===== src/rtl/decode.sv =====
`default_nettype none
// ============================================================================
//  Module   : decode
//  Purpose  : RV32I decode stage. Decodes at accept into a 2-entry in-order
//             buffer that presents its head entry to execute.
//  Revision : 1.0 - initial release
// ============================================================================
module decode #(
    parameter int ILL_CHECK = 1
) (
    input  logic        clk,
    input  logic        rst,
    input  logic [31:0] f_instr_addr,
    input  logic [31:0] f_instr_dat,
    input  logic        f_v,
    input  logic        jmp_tk,
    output logic        d_rdy,
    input  logic        e_rdy,
    output logic        d_v,
    output logic [31:0] d_pc,
    output logic [6:0]  d_opc,
    output logic [2:0]  d_funct3,
    output logic        d_funct7b5,
    output logic [4:0]  d_rd,
    output logic [4:0]  d_rs1,
    output logic [4:0]  d_rs2,
    output logic [31:0] d_imm,
    output logic        d_illegal
);

    localparam logic [1:0] c_st_empty = 2'd0;
    localparam logic [1:0] c_st_one   = 2'd1;
    localparam logic [1:0] c_st_two   = 2'd2;

    localparam logic [6:0] c_op_lui    = 7'b0110111;
    localparam logic [6:0] c_op_auipc  = 7'b0010111;
    localparam logic [6:0] c_op_jal    = 7'b1101111;
    localparam logic [6:0] c_op_jalr   = 7'b1100111;
    localparam logic [6:0] c_op_branch = 7'b1100011;
    localparam logic [6:0] c_op_load   = 7'b0000011;
    localparam logic [6:0] c_op_store  = 7'b0100011;
    localparam logic [6:0] c_op_opimm  = 7'b0010011;
    localparam logic [6:0] c_op_op     = 7'b0110011;
    localparam logic [6:0] c_op_misc   = 7'b0001111;
    localparam logic [6:0] c_op_system = 7'b1110011;

    typedef struct packed {
        logic [31:0] pc;
        logic [6:0]  opc;
        logic [2:0]  funct3;
        logic        funct7b5;
        logic [4:0]  rd;
        logic [4:0]  rs1;
        logic [4:0]  rs2;
        logic [31:0] imm;
        logic        illegal;
    } entry_t;

    logic [1:0] r_state;
    entry_t     r_head;
    entry_t     r_tail;
    entry_t     w_dec;
    logic       w_legal;
    logic       w_acc;
    logic       w_xfer;
    logic       w_i31;

    assign w_i31 = f_instr_dat[31];

    always_comb begin
        w_dec          = '0;
        w_legal        = (f_instr_dat[1:0] == 2'b11);
        w_dec.pc       = f_instr_addr;
        w_dec.opc      = f_instr_dat[6:0];
        w_dec.funct3   = f_instr_dat[14:12];
        w_dec.funct7b5 = f_instr_dat[30];
        w_dec.rd       = f_instr_dat[11:7];
        w_dec.rs1      = f_instr_dat[19:15];
        case (f_instr_dat[6:0])
            c_op_lui, c_op_auipc: begin
                w_dec.rs1 = 5'd0;
                w_dec.imm = {f_instr_dat[31:12], 12'b0};
            end
            c_op_jal: begin
                w_dec.rs1 = 5'd0;
                w_dec.imm = {{12{w_i31}}, f_instr_dat[19:12], f_instr_dat[20],
                             f_instr_dat[30:21], 1'b0};
            end
            c_op_jalr, c_op_load, c_op_opimm, c_op_misc, c_op_system: begin
                w_dec.imm = {{20{w_i31}}, f_instr_dat[31:20]};
            end
            c_op_branch: begin
                w_dec.rd  = 5'd0;
                w_dec.rs2 = f_instr_dat[24:20];
                w_dec.imm = {{20{w_i31}}, f_instr_dat[7], f_instr_dat[30:25],
                             f_instr_dat[11:8], 1'b0};
            end
            c_op_store: begin
                w_dec.rd  = 5'd0;
                w_dec.rs2 = f_instr_dat[24:20];
                w_dec.imm = {{20{w_i31}}, f_instr_dat[31:25], f_instr_dat[11:7]};
            end
            c_op_op: begin
                w_dec.rs2 = f_instr_dat[24:20];
            end
            default: w_legal = 1'b0;
        endcase
        // Illegal words carry only the flag so nothing downstream acts on junk fields.
        if ((ILL_CHECK != 0) && !w_legal) begin
            w_dec         = '0;
            w_dec.illegal = 1'b1;
        end
    end

    // Ready comes from registered state (and reset) only, never from e_rdy.
    assign d_rdy  = ~rst & (r_state != c_st_two);
    assign d_v    = (r_state != c_st_empty);
    assign w_acc  = f_v & d_rdy;
    assign w_xfer = d_v & e_rdy;

    always_ff @(posedge clk or posedge rst) begin
        if (rst) begin
            r_state <= c_st_empty;
            r_head  <= '0;
            r_tail  <= '0;
        end else if (jmp_tk) begin
            r_state <= c_st_empty;
        end else begin
            case (r_state)
                c_st_empty: begin
                    if (w_acc) begin
                        r_head  <= w_dec;
                        r_state <= c_st_one;
                    end
                end
                c_st_one: begin
                    case ({w_acc, w_xfer})
                        2'b10: begin
                            r_tail  <= w_dec;
                            r_state <= c_st_two;
                        end
                        2'b01:   r_state <= c_st_empty;
                        2'b11:   r_head  <= w_dec;
                        default: ;
                    endcase
                end
                c_st_two: begin
                    if (w_xfer) begin
                        r_head  <= r_tail;
                        r_state <= c_st_one;
                    end
                end
                default: r_state <= c_st_empty;
            endcase
        end
    end

    assign d_pc       = r_head.pc;
    assign d_opc      = r_head.opc;
    assign d_funct3   = r_head.funct3;
    assign d_funct7b5 = r_head.funct7b5;
    assign d_rd       = r_head.rd;
    assign d_rs1      = r_head.rs1;
    assign d_rs2      = r_head.rs2;
    assign d_imm      = r_head.imm;
    assign d_illegal  = r_head.illegal;

endmodule
`default_nettype wire


===== config.mk =====
export PLATFORM = sky130hd
export DESIGN_NAME = decode
export DESIGN_NICKNAME = d
export VERILOG_FILES = /design/src/rtl/decode.sv
export SDC_FILE = /design/constraint.sdc
export NUM_CORES = 1
export LEC_CHECK = 0
export CAP_MARGIN = 15
export CORE_ASPECT_RATIO = 0.6
export CORE_MARGIN = 3
export CORE_UTILIZATION = 45
export DETAILED_ROUTE_END_ITERATION = 10
export PLACE_DENSITY = 0.71
export RECOVER_POWER = 100
export SYNTH_ARGS = -nofsm -noshare
export SYNTH_HDL_FRONTEND = slang
export SYNTH_SLANG_ARGS = --single-unit

===== constraint.sdc =====
create_clock -name clk -period 16.5 [get_ports clk]
set_input_delay 3.3 -clock clk [delete_from_list [all_inputs] [get_ports clk]]
set_output_delay 3.3 -clock clk [all_outputs]
set_load 0.05 [all_outputs]

==> qor.yml, run 1 <==
crit_buf_inv: 3
critPathLaunch: "rst"
rsz0062_at_grt: "false"
status: "complete, but fails checks"
first_global_vias: 7099
cts_made_buffers: 17
hpwl_mm: 14.22
cts_num_sinks: 184
period_minus_slack_ps: 10130
critPathMaxStageDelay_ps: 3100
synth_nets: 989
end_kind: "asynchronous set/reset pin"
crit_path_start_kind: "primary input"
whs_ps: 468.3
grt_util_all_layers_pct: 23.43
relSlewSlack_pct: -207.8
diodes: 0
ios: 162
rr_endpoint: "d_opc[1]"
drive_gt1_share_pct: 4.853
synth-seq-cells: 184
grt_overflow: 0
remaining_drc_errors: 0
crit_cells: 3
finalPower_mw: 1.361
synth.yosys.seq_area_share_pct: 55.70
synth_cell_type_count: 49
max-cap-violations: 5
clk_pin_slew_ps: 70
tightest_slew_ps: 4592
holdPathStages: 2
failed_checks: "max-capacitance violations, max-slew violations"
cp_max_fo: 105
place_area_um2: 9950
maxSlewViolCount: 393
critical_path_required_ps: 16050
core_area_um2: 17550
crit_arrival_ps: 9680
first_iter_violations: 754
post_cts_buffers: 0
fin_skew_ps: 11.10
leakagePower_nw: 4.586
totalWireLength_mm: 23.52
yosys_warnings: 0
synth_edf_count: 0
wire_per_inst_um: 18.30
avgSynthCellArea_um2: 8.986
fin_util_pct: 59.93
rr_startpoint: "r_state[1]"
min_path_type: "flop to flop"
final_nets: 1107
floorplan.rows: 37
crit_chain: "dlygate4sd3_1, clkinvlp_2, clkbuf_1"
fin_crit_sh_pct: 61.41
cts_tree: "done"
synth-main-ff-cell: "dfrtp_1"
cts_hold_buf: 0
die-area_um2: 20090
die_h_um: 111.0
n_fill_cell: 1554
synth_area_um2: 8267
crit_family: "buffers and inverters"
fmax_mhz: 98.69
vias_per_cell: 5.718
post_cts_resized: 0
syn_to_final_growth_pct: 27.20
fin_area_um2: 10520
ant_nets: 0
syn_inst: 920
place_congestion: 0.9066
r2r_cells: 6
start_util_pct: 47.12
grt_first_pass_wirelength_mm: 38.44
via_count: 7348
crit_end: "d_pc[10]"
final_cell_mix: "dfrtp_1 (184), nand2_1 (158), a21oi_1 (120)"
port_buffers: 161
clk-insertion-delay-late_ps: 420
cp_slowest_cell: "clkbuf_1"
powerDensity_nw_per_um2: 129.4
ys_async_sr_fraction_pct: 100.0
die_w_um: 181.0
ir_drop_mv: 0.07272
finalHoldViolCount: 0
worstSetupPathType: "primary input to asynchronous set/reset pin"
cts.path.max_buffers: 2
grt_antenna_before_repair: 1
layout_commonest_cell: "dfrtp_1"
htree_levels: 4
setup_tns_ps: 0
setup_violations: 0
root_buffer: "clkbuf_16"
dr.pass1.iters: 5
rrSetupSlack_ps: 10550
grt_max_degree: 106
[how the worst min path moves through the flow]
stage	start	endpoint	slack, ps
after CTS	r_tail[69]	r_tail[69]	470
final	r_tail[82]	r_tail[82]	470
after global placement	r_tail[77]	r_tail[77]	450
after global routing	r_tail[61]	r_tail[61]	490
after detailed placement	r_tail[55]	r_tail[55]	460
after floorplan	r_tail[55]	r_tail[55]	440
[logic make-up (layout without fill, tap and decap cells)]
logic type                after synthesis  after routing  synth area share [%]
buffers and inverters                  74            205                 4.102
DFF                                   184            184                 55.70
AOI/OAI and AO/OA                     229            229                 16.83
muxes                                   2              2                0.2573
and+or+nand+nor                       430            430                 23.01
xor gates and xnor gates                1              1                0.1060
[routing by layer]
metal  wire, um  track usage, %  vias up
met5          9               0        -
met4        196           4.564        2
met3       1899           5.410       19
met2       9895           33.81      278
met1      11520           36.22     3600
li1           -               -     3449
[synth_stat cells (2+ instances only)]
cell type	n	area, um^2
nor3_1	15	75.07
clkbuf_1	36	135.1
a21oi_1	120	600.6
buf_1	4	15.01
o21ai_1	9	45.04
and3_1	6	37.54
nand4_1	3	18.77
a32oi_1	16	140.1
nor2b_1	7	43.79
and2_1	4	25.02
buf_2	25	125.1
nand2b_1	3	18.77
nand3b_1	2	15.01
nand3_1	100	500.5
nor2_1	115	431.7
nand2_1	158	593.1
a211oi_1	14	105.1
or3_1	8	50.05
a22o_1	10	87.58
inv_1	2	7.510
a31oi_1	17	106.4
and4b_1	2	20.02
dfrtp_1	184	4604
a22oi_1	5	37.54
buf_4	6	45.04
o21ai_0	23	115.1
o211ai_1	4	30.03
[stage by stage]
step	worst slack, ps	instances
6_report	6367	1285
5_1_grt	4913	1285
4_1_cts	8416	1284
3_5_place_dp	8412	1252
3_3_place_gp	8443	1252
2_1_floorplan	8200	920
[worst reg2reg max path, stage by stage (launching register included)]
cell and delay [ps]:
dfrtp_1 460, or4b_1 590, a31oi_1 220, clkbuf_1 1800, clkbuf_1 2160, o21ai_0 360, o21ai_0 270
[registers in the layout (all words and copies together), names as in the netlist, 2 cells and up]
name,cells
r_tail,91
d_imm,32
d_pc,32
d_opc,7
d_rd,5
d_rs1,5
d_rs2,5
d_funct3,3
r_state,2
[power breakdown]
group	internal, mW	switching, mW	leakage, nW	total, mW
Sequential	0.518	0.0370	2.35	0.555
Clock	0.224	0.193	0.295	0.417
Combinational	0.118	0.271	1.94	0.389
[cell type report]
type                            count  area, um^2  share of cell area, %
Clock buffer                       19       452.9                  4.307
Tap cell                          234       292.8                  2.784
Sequential cell                   184        4604                  43.79
Clock inverter                     13       151.4                  1.440
Inverter                            2       8.758                0.08329
Timing Repair Buffer              171        1675                  15.93
Multi-Input combinational cell    662        3329                  31.66
(Power assumes the default switching activity.)
==> inputs of run 2 (changes only) <==
PLACE_DENSITY = 0.74   (was 0.71)
clock period = 8.15 ns   (was 16.5 ns; I/O delays follow)
==> qor.yml, run 2 (synthesized netlist as in run 1, its figures left out) <==
status: "complete, but fails checks"  # unchanged
failed_checks: "max-capacitance violations, max-slew violations"  # unchanged
cts_hold_buf: 0  # unchanged
floorplan.rows: 37  # unchanged
finalPower_mw: 2.730  # was 1.361 mW
post_cts_buffers: 0  # unchanged
place_congestion: 0.9236  # was 0.9066
first_iter_violations: 709  # was 754
grt_busiest_layer: "met1"  # unchanged
tightest_slew_ps: 3541  # was 4592 ps
crit_path_start_kind: "primary input"  # unchanged
grt_overflow: 0  # unchanged
n_fill_cell: 1549  # was 1554
relSlewSlack_pct: -136.1  # was -207.8%
regArea_um2: 4604  # unchanged
cts.path.max_buffers: 2  # unchanged
fin_crit_sh_pct: 72.87
ir_drop_mv: 0.1655  # was 0.07272 mV
htree_levels: 4  # unchanged
setup_violations: 0  # unchanged
die_w_um: 181.0  # unchanged
hpwl_mm: 14.45  # was 14.22 mm
die-area_um2: 20090  # unchanged
min_path_type: "flop to flop"  # unchanged
ant_nets: 0  # unchanged
vias_per_cell: 5.720  # was 5.718
first_global_vias: 7081  # was 7099
cp_max_fo: 65  # was 105
final_nets: 1107  # unchanged
via_count: 7350  # was 7348
diodes: 0  # unchanged
end_kind: "flop"  # was asynchronous set/reset pin
leakagePower_nw: 4.593  # was 4.586 nW
use_met2_pct: 33.43  # was 33.81%
remaining_drc_errors: 0  # unchanged
start_util_pct: 47.12  # unchanged
worstSetupPathType: "primary input to flop"  # was primary input to asynchronous set/reset pin
die_h_um: 111.0  # unchanged
use_met1_pct: 35.85  # was 36.22%
cts_num_sinks: 184  # unchanged
setup_tns_ps: 0  # unchanged
grt_antenna_before_repair: 1  # unchanged
finalHoldViolCount: 0  # unchanged
cts_made_buffers: 17  # unchanged
top_register: "r_tail"  # unchanged
clk-insertion-delay-late_ps: 420  # about the same
maxSlewViolCount: 137  # was 393
met3_usage_pct: 7.016  # was 5.410%
fin_util_pct: 59.92  # was 59.93%
post_cts_resized: 0  # unchanged
layout_commonest_cell: "dfrtp_1"  # unchanged
dpl.cell_count: 1252  # unchanged
max-cap-violations: 2  # was 5
final_cell_mix: "dfrtp_1 (184), nand2_1 (158), a21oi_1 (120)"  # unchanged
ios: 162  # unchanged
crit_arrival_ps: 6270  # was 9680 ps
rsz0062_at_grt: "false"  # unchanged
grt_util_all_layers_pct: 23.56  # was 23.43%
multi_input_area_um2: 3339  # was 3329 um^2
fin_cells: 1285  # unchanged
syn_to_final_growth_pct: 27.18  # was 27.20%
period_minus_slack_ps: 5939
fin_skew_ps: 11.78  # was 11.10 ps
clk_pin_slew_ps: 70  # about the same
powerDensity_nw_per_um2: 259.7  # was 129.4 nW/um^2
fmax_mhz: 168.4
largest_reg_flops: 91  # unchanged
port_buffers: 161  # unchanged
grt_max_degree: 113  # was 106
wire_per_inst_um: 18.27  # was 18.30 um
core_area_um2: 17550  # unchanged
dr.pass1.iters: 6  # was 5
drive_gt1_share_pct: 4.948  # was 4.853%
cts_tree: "done"  # unchanged
critical_path_required_ps: 8480  # was 16050 ps
root_buffer: "clkbuf_16"  # unchanged
grt_first_pass_wirelength_mm: 38.39  # was 38.44 mm
totalWireLength_mm: 23.48  # was 23.52 mm
run 2: per-layer routing:
metal  vias up  wire length (um)  share of wire [%]
met4         2               252                1.1
li1       3440                 -                  -
met3        27              2096                8.9
met2       329              9816                 42
met5         -                14              0.060
met1      3552             11300                 48
run 2: final timing paths:
path / from / to / slack [ps] / cells after the start
max in group asynchronous: rst / r_tail[79] / 4590 / 3
min in group asynchronous: rst / d_imm[6] / 1990 / 2
min reg2reg: r_tail[55] / r_tail[55] / 470 / 2
max: rst / d_imm[11] / 2210 / 7
min: r_tail[55] / r_tail[55] / 470 / 2
max reg2reg: r_state[1] / d_imm[11] / 3550 / 6
run 2: worst max-delay path: stages:
cell and delay (ps):
dlygate4sd3_1 640, or4b_1 590, a31oi_4 170, buf_4 490, clkbuf_1 2140, o21ai_0 290
o21ai_0 270
run 2: final cells by class:
cell class / instances / area share, %
repair buffers: 171 / 16.01
multi-input cells: 662 / 31.76
flip-flops and latches: 184 / 43.79
inverters: 2 / 0.1190
clock buffers: 20 / 4.344
clock inverters: 12 / 1.190
well taps: 234 / 2.785
run 2: report_power, final:
| part | leakage [nW] | switching, mW | internal, mW |
|---|---|---|---|
| sequential | 2.35 | 0.0767 | 1.05 |
| combinational | 1.95 | 0.551 | 0.240 |
| clock | 0.288 | 0.390 | 0.425 |
| total | 4.59 | 1.02 | 1.71 |
run 2: per-stage QoR:
stage	area (um^2)	setup WS [ps]	hold slack (ps)
after floorplan	8267	1520	438.6
final	10510	2211	465.2
after CTS	10530	3402	472.6
after global placement	9945	3410	449.6
after global routing	10510	1736	489.2
after detailed placement	9945	3406	456.1
==> inputs of run 3 (changes only) <==
PLACE_DENSITY = 0.71   (was 0.74)
clock period = 6.1 ns   (was 8.15 ns; I/O delays follow)
==> qor.yml, run 3 (synthesized netlist as in run 1, its figures left out) <==
n_fill_cell: 1537  # was 1549
syn_to_final_growth_pct: 27.02  # was 27.18%
post_cts_resized: 0  # unchanged
failed_checks: "max-capacitance violations, max-slew violations"  # unchanged
worstSetupPathType: "primary input to flop"  # unchanged
totalWireLength_mm: 23.66  # was 23.48 mm
dr.pass1.iters: 5  # was 6
ant_nets: 0  # unchanged
floorplan.rows: 37  # unchanged
fin_skew_ps: 13.05  # was 11.78 ps
powerDensity_nw_per_um2: 345.8  # was 259.7 nW/um^2
cp_max_fo: 64  # was 65
core_area_um2: 17550  # unchanged
setup_tns_ps: 0  # unchanged
die-area_um2: 20090  # unchanged
r2r_cells: 6  # unchanged
fmax_mhz: 214.2
via_count: 7352  # was 7350
rrSetupSlack_ps: 2340  # was 3550 ps
critPathLaunch: "rst"  # unchanged
diodes: 0  # unchanged
grt_util_all_layers_pct: 23.72  # was 23.56%
status: "complete, but fails checks"  # unchanged
largest_reg_flops: 91  # unchanged
leakagePower_nw: 4.595  # was 4.593 nW
multi_input_area_um2: 3331  # was 3339 um^2
finalPower_mw: 3.631  # was 2.730 mW
max-cap-violations: 3  # was 2
post_cts_buffers: 0  # unchanged
cts_hold_buf: 0  # unchanged
crit_end: "d_imm[20]"  # was d_imm[11]
rr_endpoint: "d_imm[20]"  # was d_imm[11]
finalHoldViolCount: 0  # unchanged
critical_path_required_ps: 6420  # was 8480 ps
root_buffer: "clkbuf_16"  # unchanged
grt_overflow: 0  # unchanged
first_iter_violations: 730  # was 709
drive_gt1_share_pct: 5.228  # was 4.948%
rr_startpoint: "r_state[0]"  # was r_state[1]
maxSlewViolCount: 250  # was 137
period_minus_slack_ps: 4668
ir_drop_mv: 0.1964  # was 0.1655 mV
fin_area_um2: 10500  # was 10510 um^2
place_area_um2: 9971  # was 9945 um^2
start_util_pct: 47.12  # unchanged
crit_arrival_ps: 4990  # was 6270 ps
hpwl_mm: 14.63  # was 14.45 mm
cts_tree: "done"  # unchanged
layout_commonest_cell: "dfrtp_1"  # unchanged
final_nets: 1109  # was 1107
grt_max_degree: 120  # was 113
die_w_um: 181.0  # unchanged
setup_violations: 0  # unchanged
grt_antenna_before_repair: 2  # was 1
fin_crit_sh_pct: 76.52
tightest_slew_ps: 2908  # was 3541 ps
top_register: "r_tail"  # unchanged
rsz0062_at_grt: "false"  # unchanged
cts.path.max_buffers: 2  # unchanged
grt_first_pass_wirelength_mm: 38.90  # was 38.39 mm
first_global_vias: 7037  # was 7081
min_path_type: "flop to flop"  # unchanged
regArea_um2: 4604  # unchanged
place_congestion: 0.9019  # was 0.9236
die_h_um: 111.0  # unchanged
wire_per_inst_um: 18.39  # was 18.27 um
relSlewSlack_pct: -93.88  # was -136.1%
remaining_drc_errors: 0  # unchanged
final_cell_mix: "dfrtp_1 (184), nand2_1 (158), a21oi_1 (120)"  # unchanged
fin_util_pct: 59.84  # was 59.92%
dpl.cell_count: 1254  # was 1252
cts_made_buffers: 17  # unchanged
vias_per_cell: 5.717  # was 5.720
ios: 162  # unchanged
end_kind: "flop"  # unchanged
clk-insertion-delay-late_ps: 430  # was 420 ps
crit_path_start_kind: "primary input"  # unchanged
clk_pin_slew_ps: 70  # about the same
fin_cells: 1286  # was 1285
port_buffers: 161  # unchanged
cts_num_sinks: 184  # unchanged
htree_levels: 4  # unchanged
## run 3: cell count changes in the layout (fill, tap and decap cells not counted), moves of 2 or more
cell / before / now
o21ai_1: 1 / 4
o21ai_0: 31 / 28
clkbuf_2: 0 / 4
clkbuf_1: 3 / 1
## run 3: worst min-delay path by stage
| stage | start | endpoint | slack, ps | cells past startpoint |
|---|---|---|---|---|
| floorplan | r_tail[55] | r_tail[55] | 440 | 2 |
| global route | r_tail[85] | r_tail[85] | 490 | 2 |
| finish | r_tail[55] | r_tail[55] | 470 | 2 |
| detailed placement | r_tail[71] | r_tail[71] | 460 | 2 |
| global placement | r_tail[74] | r_tail[74] | 450 | 2 |
| CTS | r_tail[71] | r_tail[71] | 470 | 2 |
## run 3: layout make-up
cell class | count | area share [%]
flip-flops and latches | 184 | 43.85
multi-input cells | 662 | 31.72
repair buffers | 173 | 16.11
clock buffers | 18 | 4.183
well taps | 234 | 2.788
clock inverters | 13 | 1.239
inverters | 2 | 0.1072
## run 3: layer usage
| layer | up-vias | track usage (%) | routed length, um |
|---|---|---|---|
| li1 | 3454 | - | - |
| met5 | - | 0 | 23 |
| met2 | 309 | 33.56 | 10010 |
| met3 | 17 | 5.836 | 1979 |
| met1 | 3568 | 37.17 | 11460 |
| met4 | 4 | 4.361 | 177 |
## run 3: worst max-delay path, stage by stage
cell and delay [ps]:
dlygate4sd3_1 620, or4b_4 550, a31oi_4 160, clkbuf_2 860, clkbuf_2 1150, nor2_1 110
a211oi_1 290
## run 3: power by group
group	switching [mW]	total, mW	internal, mW
Sequential	0.106	1.51	1.40
Clock	0.521	1.07	0.554
Combinational	0.731	1.05	0.319
Total	1.36	3.63	2.27
## run 3: per-stage QoR
step / hold slack (ps) / setup slack, ps
detailed placement: 455.5 / 2009
finish: 468.1 / 1432
floorplan: 438.6 / 2515
global route: 491.4 / 1093
global placement: 450.6 / 2027
CTS: 471.0 / 2207
